`src/rtl/sdram_arb_pkg.sv`:
```
// Shared encodings for the SDRAM read/write/refresh arbiter: command types, FSM states, grants.
// Pure declarations; no timing or flow-control behaviour lives here.
package sdram_arb_pkg;

  localparam logic [1:0] CMD_REF = 2'b00;
  localparam logic [1:0] CMD_WR  = 2'b01;
  localparam logic [1:0] CMD_RD  = 2'b10;

  typedef enum logic [1:0] {
    ST_IDLE      = 2'd0,
    ST_ISSUE     = 2'd1,
    ST_WAIT_DONE = 2'd2
  } state_e;

  typedef enum logic [1:0] {
    GNT_NONE = 2'd0,
    GNT_REF  = 2'd1,
    GNT_WR   = 2'd2,
    GNT_RD   = 2'd3
  } grant_e;

endpackage

```
`src/rtl/sdram_rw_arbiter_if.sv`:
```
// Request/command bundle around the arbiter; master is the arbiter, slave its environment.
// Command channel is valid/ready; completion is a one-clock cmd_done pulse.
interface sdram_rw_arbiter_if #(
  parameter int ADDR_W = 22
);
  logic              cam_frame_start;
  logic              vga_frame_start;
  logic [1:0]        cam_bank;
  logic [1:0]        vga_bank;
  logic [9:0]        wr_fifo_level;
  logic [9:0]        rd_fifo_level;
  logic              cmd_valid;
  logic              cmd_ready;
  logic [1:0]        cmd_type;
  logic [1:0]        cmd_bank;
  logic [ADDR_W-1:0] cmd_addr;
  logic              cmd_done;
  logic [ADDR_W-1:0] wr_addr_o;
  logic              busy;

  modport master (
    input  cam_frame_start, vga_frame_start, cam_bank, vga_bank,
    input  wr_fifo_level, rd_fifo_level, cmd_ready, cmd_done,
    output cmd_valid, cmd_type, cmd_bank, cmd_addr, wr_addr_o, busy
  );

  modport slave (
    output cam_frame_start, vga_frame_start, cam_bank, vga_bank,
    output wr_fifo_level, rd_fifo_level, cmd_ready, cmd_done,
    input  cmd_valid, cmd_type, cmd_bank, cmd_addr, wr_addr_o, busy
  );
endinterface

```
`src/rtl/frame_addr_gen.sv`:
```
// Linear frame address stepping BURST_LEN per adv, wrapping at FRAME_WORDS; clr beats adv.
// One-clock update, no handshake of its own.
module frame_addr_gen #(
  parameter int BURST_LEN   = 256,
  parameter int FRAME_WORDS = 307200,
  parameter int ADDR_W      = 22
) (
  input  logic              clk,
  input  logic              rst_n,
  input  logic              adv_i,
  input  logic              clr_i,
  output logic [ADDR_W-1:0] addr_o
);

  logic [ADDR_W-1:0] addr_q;
  logic [ADDR_W-1:0] addr_d;
  logic [ADDR_W-1:0] addr_inc;

  always_comb begin
    addr_inc = addr_q + ADDR_W'(BURST_LEN);
    addr_d   = addr_q;
    if (clr_i) begin
      addr_d = '0;
    end else if (adv_i) begin
      addr_d = (addr_inc == ADDR_W'(FRAME_WORDS)) ? '0 : addr_inc;
    end
  end

  always_ff @(posedge clk or negedge rst_n) begin
    if (!rst_n) begin
      addr_q <= '0;
    end else begin
      addr_q <= addr_d;
    end
  end

  assign addr_o = addr_q;

endmodule

```
`src/rtl/sdram_rw_arbiter.sv`:
```
// Arbitrates refresh, camera-write and VGA-read bursts onto one SDRAM command port.
// Grant to cmd_valid is one clock; cmd_valid holds until cmd_ready, then waits for cmd_done.
module sdram_rw_arbiter
  import sdram_arb_pkg::*;
#(
  parameter int BURST_LEN   = 256,
  parameter int FRAME_WORDS = 307200,
  parameter int WR_THRESH   = 256,
  parameter int RD_THRESH   = 512,
  parameter int REF_PERIOD  = 1040,
  parameter int ADDR_W      = 22
) (
  input logic                clk,
  input logic                rst_133,
  sdram_rw_arbiter_if.master bus
);

  localparam int TIMER_W = $clog2(REF_PERIOD);

  state_e              state_q;
  grant_e              grant_q;
  grant_e              grant_d;
  logic                last_rd_q;
  logic [TIMER_W-1:0]  ref_timer_q;
  logic                ref_pend_q;
  logic                cmd_valid_q;
  logic [1:0]          cmd_type_q;
  logic [1:0]          cmd_bank_q;
  logic [ADDR_W-1:0]   cmd_addr_q;
  logic                busy_q;

  logic                wr_req;
  logic                rd_req;
  logic                timer_exp;
  logic                accept;
  logic                wr_adv;
  logic                rd_adv;
  logic [ADDR_W-1:0]   wr_addr;
  logic [ADDR_W-1:0]   rd_addr;

  always_comb begin
    wr_req    = 32'(bus.wr_fifo_level) >= WR_THRESH;
    rd_req    = 32'(bus.rd_fifo_level) <= RD_THRESH;
    timer_exp = ref_timer_q == TIMER_W'(REF_PERIOD - 1);
    accept    = (state_q == ST_ISSUE) && cmd_valid_q && bus.cmd_ready;
    wr_adv    = accept && (grant_q == GNT_WR);
    rd_adv    = accept && (grant_q == GNT_RD);

    // Refresh never touches last_rd_q, so the rd/wr alternation survives it.
    grant_d = GNT_NONE;
    if (ref_pend_q) begin
      grant_d = GNT_REF;
    end else if (wr_req && rd_req) begin
      grant_d = last_rd_q ? GNT_WR : GNT_RD;
    end else if (wr_req) begin
      grant_d = GNT_WR;
    end else if (rd_req) begin
      grant_d = GNT_RD;
    end
  end

  always_ff @(posedge clk or negedge rst_133) begin
    if (!rst_133) begin
      state_q     <= ST_IDLE;
      grant_q     <= GNT_NONE;
      last_rd_q   <= 1'b1;
      ref_timer_q <= '0;
      ref_pend_q  <= 1'b0;
      cmd_valid_q <= 1'b0;
      cmd_type_q  <= CMD_REF;
      cmd_bank_q  <= 2'd0;
      cmd_addr_q  <= '0;
      busy_q      <= 1'b0;
    end else begin
      ref_timer_q <= timer_exp ? '0 : ref_timer_q + 1'b1;
      if (timer_exp) begin
        ref_pend_q <= 1'b1;
      end else if (accept && (grant_q == GNT_REF)) begin
        ref_pend_q <= 1'b0;
      end

      case (state_q)
        ST_IDLE: begin
          if (grant_d != GNT_NONE) begin
            grant_q     <= grant_d;
            cmd_valid_q <= 1'b1;
            state_q     <= ST_ISSUE;
            case (grant_d)
              GNT_WR: begin
                cmd_type_q <= CMD_WR;
                cmd_bank_q <= bus.cam_bank;
                cmd_addr_q <= wr_addr;
                last_rd_q  <= 1'b0;
              end
              GNT_RD: begin
                cmd_type_q <= CMD_RD;
                cmd_bank_q <= bus.vga_bank;
                cmd_addr_q <= rd_addr;
                last_rd_q  <= 1'b1;
              end
              default: begin
                cmd_type_q <= CMD_REF;
                cmd_bank_q <= 2'd0;
                cmd_addr_q <= '0;
              end
            endcase
          end
        end
        ST_ISSUE: begin
          if (bus.cmd_ready) begin
            cmd_valid_q <= 1'b0;
            busy_q      <= 1'b1;
            state_q     <= ST_WAIT_DONE;
          end
        end
        ST_WAIT_DONE: begin
          if (bus.cmd_done) begin
            busy_q  <= 1'b0;
            state_q <= ST_IDLE;
          end
        end
        default: state_q <= ST_IDLE;
      endcase
    end
  end

  frame_addr_gen #(
    .BURST_LEN  (BURST_LEN),
    .FRAME_WORDS(FRAME_WORDS),
    .ADDR_W     (ADDR_W)
  ) u_wr_addr (
    .clk   (clk),
    .rst_n (rst_133),
    .adv_i (wr_adv),
    .clr_i (bus.cam_frame_start),
    .addr_o(wr_addr)
  );

  frame_addr_gen #(
    .BURST_LEN  (BURST_LEN),
    .FRAME_WORDS(FRAME_WORDS),
    .ADDR_W     (ADDR_W)
  ) u_rd_addr (
    .clk   (clk),
    .rst_n (rst_133),
    .adv_i (rd_adv),
    .clr_i (bus.vga_frame_start),
    .addr_o(rd_addr)
  );

  assign bus.cmd_valid = cmd_valid_q;
  assign bus.cmd_type  = cmd_type_q;
  assign bus.cmd_bank  = cmd_bank_q;
  assign bus.cmd_addr  = cmd_addr_q;
  assign bus.busy      = busy_q;
  assign bus.wr_addr_o = wr_addr;

endmodule

```
`src/flat_wrapper.sv`:
```
// flat-port wrapper written by rule: the top's interface ports become plain ports
module sdram_rw_arbiter_flat import sdram_arb_pkg::*;
#(
  parameter int BURST_LEN   = 256,
  parameter int FRAME_WORDS = 307200,
  parameter int WR_THRESH   = 256,
  parameter int RD_THRESH   = 512,
  parameter int REF_PERIOD  = 1040,
  parameter int ADDR_W      = 22
)
  (clk, rst_133, bus_cam_frame_start, bus_vga_frame_start, bus_cam_bank, bus_vga_bank, bus_wr_fifo_level, bus_rd_fifo_level, bus_cmd_ready, bus_cmd_done, bus_cmd_valid, bus_cmd_type, bus_cmd_bank, bus_cmd_addr, bus_wr_addr_o, bus_busy);
  sdram_rw_arbiter_if #(.ADDR_W(ADDR_W)) bus_i ();
  input logic clk;
  input logic rst_133;
  input wire logic [$bits(bus_i.cam_frame_start)-1:0] bus_cam_frame_start;
  input wire logic [$bits(bus_i.vga_frame_start)-1:0] bus_vga_frame_start;
  input wire logic [$bits(bus_i.cam_bank)-1:0] bus_cam_bank;
  input wire logic [$bits(bus_i.vga_bank)-1:0] bus_vga_bank;
  input wire logic [$bits(bus_i.wr_fifo_level)-1:0] bus_wr_fifo_level;
  input wire logic [$bits(bus_i.rd_fifo_level)-1:0] bus_rd_fifo_level;
  input wire logic [$bits(bus_i.cmd_ready)-1:0] bus_cmd_ready;
  input wire logic [$bits(bus_i.cmd_done)-1:0] bus_cmd_done;
  output wire logic [$bits(bus_i.cmd_valid)-1:0] bus_cmd_valid;
  output wire logic [$bits(bus_i.cmd_type)-1:0] bus_cmd_type;
  output wire logic [$bits(bus_i.cmd_bank)-1:0] bus_cmd_bank;
  output wire logic [$bits(bus_i.cmd_addr)-1:0] bus_cmd_addr;
  output wire logic [$bits(bus_i.wr_addr_o)-1:0] bus_wr_addr_o;
  output wire logic [$bits(bus_i.busy)-1:0] bus_busy;
  assign bus_i.cam_frame_start = bus_cam_frame_start;
  assign bus_i.vga_frame_start = bus_vga_frame_start;
  assign bus_i.cam_bank = bus_cam_bank;
  assign bus_i.vga_bank = bus_vga_bank;
  assign bus_i.wr_fifo_level = bus_wr_fifo_level;
  assign bus_i.rd_fifo_level = bus_rd_fifo_level;
  assign bus_i.cmd_ready = bus_cmd_ready;
  assign bus_i.cmd_done = bus_cmd_done;
  assign bus_cmd_valid = bus_i.cmd_valid;
  assign bus_cmd_type = bus_i.cmd_type;
  assign bus_cmd_bank = bus_i.cmd_bank;
  assign bus_cmd_addr = bus_i.cmd_addr;
  assign bus_wr_addr_o = bus_i.wr_addr_o;
  assign bus_busy = bus_i.busy;
  sdram_rw_arbiter #(.BURST_LEN(BURST_LEN), .FRAME_WORDS(FRAME_WORDS), .WR_THRESH(WR_THRESH), .RD_THRESH(RD_THRESH), .REF_PERIOD(REF_PERIOD), .ADDR_W(ADDR_W)) u_core (.clk(clk), .rst_133(rst_133), .bus(bus_i));
endmodule
```
`config.mk`:
```
export PLATFORM = sky130hd
export DESIGN_NAME = sdram_rw_arbiter_flat
export DESIGN_NICKNAME = d
export VERILOG_FILES = /design/src/rtl/sdram_arb_pkg.sv /design/src/rtl/sdram_rw_arbiter_if.sv /design/src/rtl/frame_addr_gen.sv /design/src/rtl/sdram_rw_arbiter.sv /design/src/flat_wrapper.sv
export SDC_FILE = /design/constraint.sdc
export NUM_CORES = 1
export LEC_CHECK = 0
export ABC_AREA = 1
export CAP_MARGIN = 15
export CORE_ASPECT_RATIO = 1.5
export CORE_UTILIZATION = 34
export CTS_BUF_LIST = sky130_fd_sc_hd__clkbuf_16
export DETAILED_ROUTE_END_ITERATION = 8
export GPL_ROUTABILITY_DRIVEN = 0
export GPL_TIMING_DRIVEN = 0
export PLACE_DENSITY = 0.59
export SLEW_MARGIN = 20
export SYNTH_ARGS = -nofsm -noshare
export SYNTH_HDL_FRONTEND = slang
export SYNTH_HIERARCHICAL = 1
export SYNTH_SLANG_ARGS = --single-unit
```
`constraint.sdc`:
```
create_clock -name clk -period 3 [get_ports clk]
set_input_delay 0.6 -clock clk [delete_from_list [all_inputs] [get_ports clk]]
set_output_delay 0.6 -clock clk [all_outputs]
set_load 0.02 [all_outputs]
```
==> metrics.md <==
| Metric | Value |
|---|---|
| Status | `complete, no violations` |
| Crit. End Element | `register` |
| FF/Latch Area | `between 1500 and 2000 sq um` |
| Stages on the worst setup path | `7` |
| Clock network power share | `0.320` |
| Pwr/cell area | `a little under 600 nW/um^2` |
| Max_slew headroom | `0.5645` |
| Routed WL | `~11000 um` |
| Largest family of logic cells by synthesized area | `simple AND/OR/NAND/NOR gates` |
| Peak fanout along the critical path | `9` |
| Leakage | `approximately 2.6 nW` |
| DRC violations left | `0` |
| Post-CTS Setup Bufs | `0` |
| Min Tclk post-route | `2.354 ns` |
| Total of warnings raised by yosys | `6` |
| DR WL/cell | `13.31 um` |
| Adder-cell share of the synthesized area | `0.01443` |
| CTS tree | `built` |
| Worst Setup EP | `u_core/u_rd_addr/addr_o[20]` |
| Die Ht | `140.3 um` |
| GRT Util Overall | `0.1845` |
| Most common cell after layout, fill and taps aside | `nand2_1` |
| Worst hold margin | `0.2008 ns` |
| Setup-failing EPs final | `0` |
| Die Area | `13210 sq um` |
| Mux cell area share after synthesis | `0` |
| CTS sink count | `73` |
| Simple-Gate Fraction of Synth Area | `0.3819` |
| Ant diodes | `0` |
| Clk_lat worst skew | `approximately 0.33 ns` |
| Antenna Violating Nets Remaining | `0` |
| Max Root-Sink Buffers | `2` |
| Maxcap violations | `0` |
| Crit path launch type | `input port` |
| CP required | `between 3 and 4 ns` |
| Share of cells above drive strength 1 | `0.1114` |
| TritonCTS Buffers | `9` |
| Sw Pwr | `roughly 1.1 mW` |
| Initial antenna violation count | `0` |
| Crit path kind | `in -> reg` |
| Reg-to-Reg End | `u_core/u_rd_addr/addr_o[20]` |
| Dpl hpwl | `between 8000 and 9000 um` |
| Synthesized-area fraction occupied by xor and xnor cells | `0.01588` |
| Buf+Inv Stages, Crit Path | `2` |
| Die Wd | `roughly 94 um` |
| Vias per cell | `4.705` |
| Max stage delay on crit path | `~0.49 ns` |
| Worst-path cell with the longest stage delay | `nor2_1` |
| Max Clock Freq | `between 400 and 500 MHz` |
| Largest net degree at the start of global routing | `46` |
| CP cell instances | `clkdlybuf4s50_1 > nand3_1 > nor3_1 > nor2_1 > clkinv_1 > nand3_1 > o21ai_0` |
| Most frequent cells in the layout | `nand2_1, inv_1, dfrtp_1` |
| Worst Hold Class | `in -> async` |
| Switching Share | `0.3445` |
| Cts repair resizes | `0` |
| FF+latch count, synth | `73` |
| Fillers | `roughly 1.3k` |
| Final hold violations | `0` |
| Delay-heaviest family, CP | `simple AND/OR/NAND/NOR gates` |
| 1st-iter DRT viols | `~180` |
| Worst r2r path cells | `8` |
| Worst EP arrival | `around 2.6 ns` |
| Reg2reg start | `u_core/state_q[0]` |
| Cell row count | `50` |
| Mapped Area | `4334 sq um` |
| Synth cell types | `33` |
| Clock transition at path regs | `roughly 0.060 ns` |
| Comb power frac | `0.316` |
| Top Ports | `80` |
| Crit-path most repeated cell | `nand3_1` |
| Root Buffer | `clkbuf_16` |
| Worst IR Drop VDD | `roughly 360 uV` |
| Multi-input logic area | `2061 sq um` |
| Global-route wire length before repair | `approximately 19000 um` |
| Initial Utilization | `0.3481` |
| 1st-pass router iterations | `4` |
| Cts hold-fix bufs | `0` |
| Synthesis-to-layout area growth | `27.48%` |
| Final slew viol count | `0` |
| Core ar. | `12450 sq um` |
| Cells after synthesis | `approximately 600` |
| Clock Skew | `around 0.0076 ns` |
| Grt ovf | `0` |
| Post-layout util | `0.4438` |
| Syn Area/Cell | `about 7.3 sq um` |
| Number of global-route vias before repair | `a little under 4k` |
| Vias post-DR | `about 4k` |
| IO buf count | `63` |
| Sequential Power Share | `0.364` |
| Tcrit/Tclk final | `0.7846` |
| Worst R2R Setup Slack | `0.83 ns` |
| Total Nets Final | `between 700 and 800` |
| Critical path startpoint | `bus_cmd_ready` |
| Worst-Margin Slew | `between 0.6 and 0.7 ns` |
| Pwr Total | `~3.3 mW` |
| Complex-gate fraction of the synthesized area | `0.04936` |
| RSZ-0062 raised after global routing | `no` |
| Seq/Total Area, Yosys | `0.4218` |
| H-tree depth | `3` |
| Cell-internal power | `about 2.1 mW` |
-- sequential cells by signal (all words and copies together), names as in the netlist, 2 cells and up --
| signal | count |
|---|---|
| u_core/u_rd_addr/addr_o | 14 |
| u_core/state_q | 2 |
| u_core/bus.cmd_type | 2 |
| u_core/grant_q | 2 |
| u_core/ref_timer_q | 11 |
| u_core/bus.cmd_addr | 22 |
| u_core/bus.cmd_bank | 2 |
| u_core/u_wr_addr/addr_o | 14 |
-- worst register-to-register path: cells and delay by family (launching register included) --
kind                   cells  cell delay (ns)
AOI/OAI and AO/OA          1             0.10
buffers and inverters      2             0.55
DFF                        1             0.38
and+or+nand+nor            5             1.01
-- power by group through the flow --
stage / registers, mW / logic (mW) / clock network, mW
after floorplan: 1.30 / 0.535 / 0
after global placement: 1.21 / 1.02 / 0
after detailed placement: 1.21 / 1.04 / 0
after CTS: 1.19 / 1.04 / 1.08
after global routing: 1.21 / 1.13 / 1.13
final: 1.19 / 1.04 / 1.05
-- final cells by class --
class	instances	share of cell area
Buffer	26	0.03714
Clock buffer	9	0.04076
Clock inverter	7	0.01132
Inverter	78	0.05299
Multi-Input combinational cell	434	0.3730
Sequential cell	73	0.3308
Tap cell	156	0.03533
Timing Repair Buffer	64	0.1187
-- stage by stage --
stage               cell area [sq um]  setup slack (ns)  instances  TNS, ns
floorplan                        4387             1.269        611        0
global placement                 5213            -1.428        830  -102.80
detailed placement               5238            0.2949        831        0
CTS                              5525            0.6520        847        0
global route                     5525            0.5131        847        0
finish                           5525            0.6461        847        0
-- synthesized netlist by cell type, drive strengths merged --
cell	count	area (sq um)
nand3b	2	15.01
nor4	1	6.260
a21oi	8	40.04
and2	1	6.260
o31ai	1	7.510
nand3	57	332.8
dfstp	1	26.28
nor3	5	35.03
xnor2	1	16.27
nand4	11	68.82
o21ai	14	70.07
clkbuf	2	7.510
nand2	218	833.3
inv	77	289.0
buf	24	197.7
o22ai	10	62.56
nor2	74	357.8
a21boi	1	11.26
ha	5	62.56
clkinv	1	3.750
o21bai	3	22.52
dfrtp	72	1802
conb	2	7.510
xor2	6	52.55
-- per-layer routing --
layer | track usage | routed length [um] | vias up
met5 | 0 | 0 | -
met4 | 0.07854 | 289 | 0
met3 | 0.03203 | 415 | 20
met2 | 0.3318 | 6069 | 92
met1 | 0.2094 | 4495 | 1858
li1 | - | - | 2015
-- cells by family after synthesis --
logic type | count (synthesis)
compound gates | 37
xor+xnor | 7
fa+ha+maj | 5
buf+inv | 104
flops | 73
other cells | 2
simple gates | 369
-- how the worst min path moves through the flow --
| stage | to | slack, ns | cells past startpoint |
|---|---|---|---|
| finish | u_core/bus.cmd_addr[14] | 0.20 | 1 |
| global route | u_core/u_rd_addr/addr_o[16] | 0.22 | 1 |
| CTS | u_core/bus.cmd_addr[14] | 0.21 | 1 |
| detailed placement | u_core/ref_timer_q[0] | 0.46 | 1 |
| global placement | u_core/ref_timer_q[0] | 0.45 | 1 |
| floorplan | u_core/bus.busy | 0.30 | 0 |
Note: power is estimated with default switching activity, not from simulation.
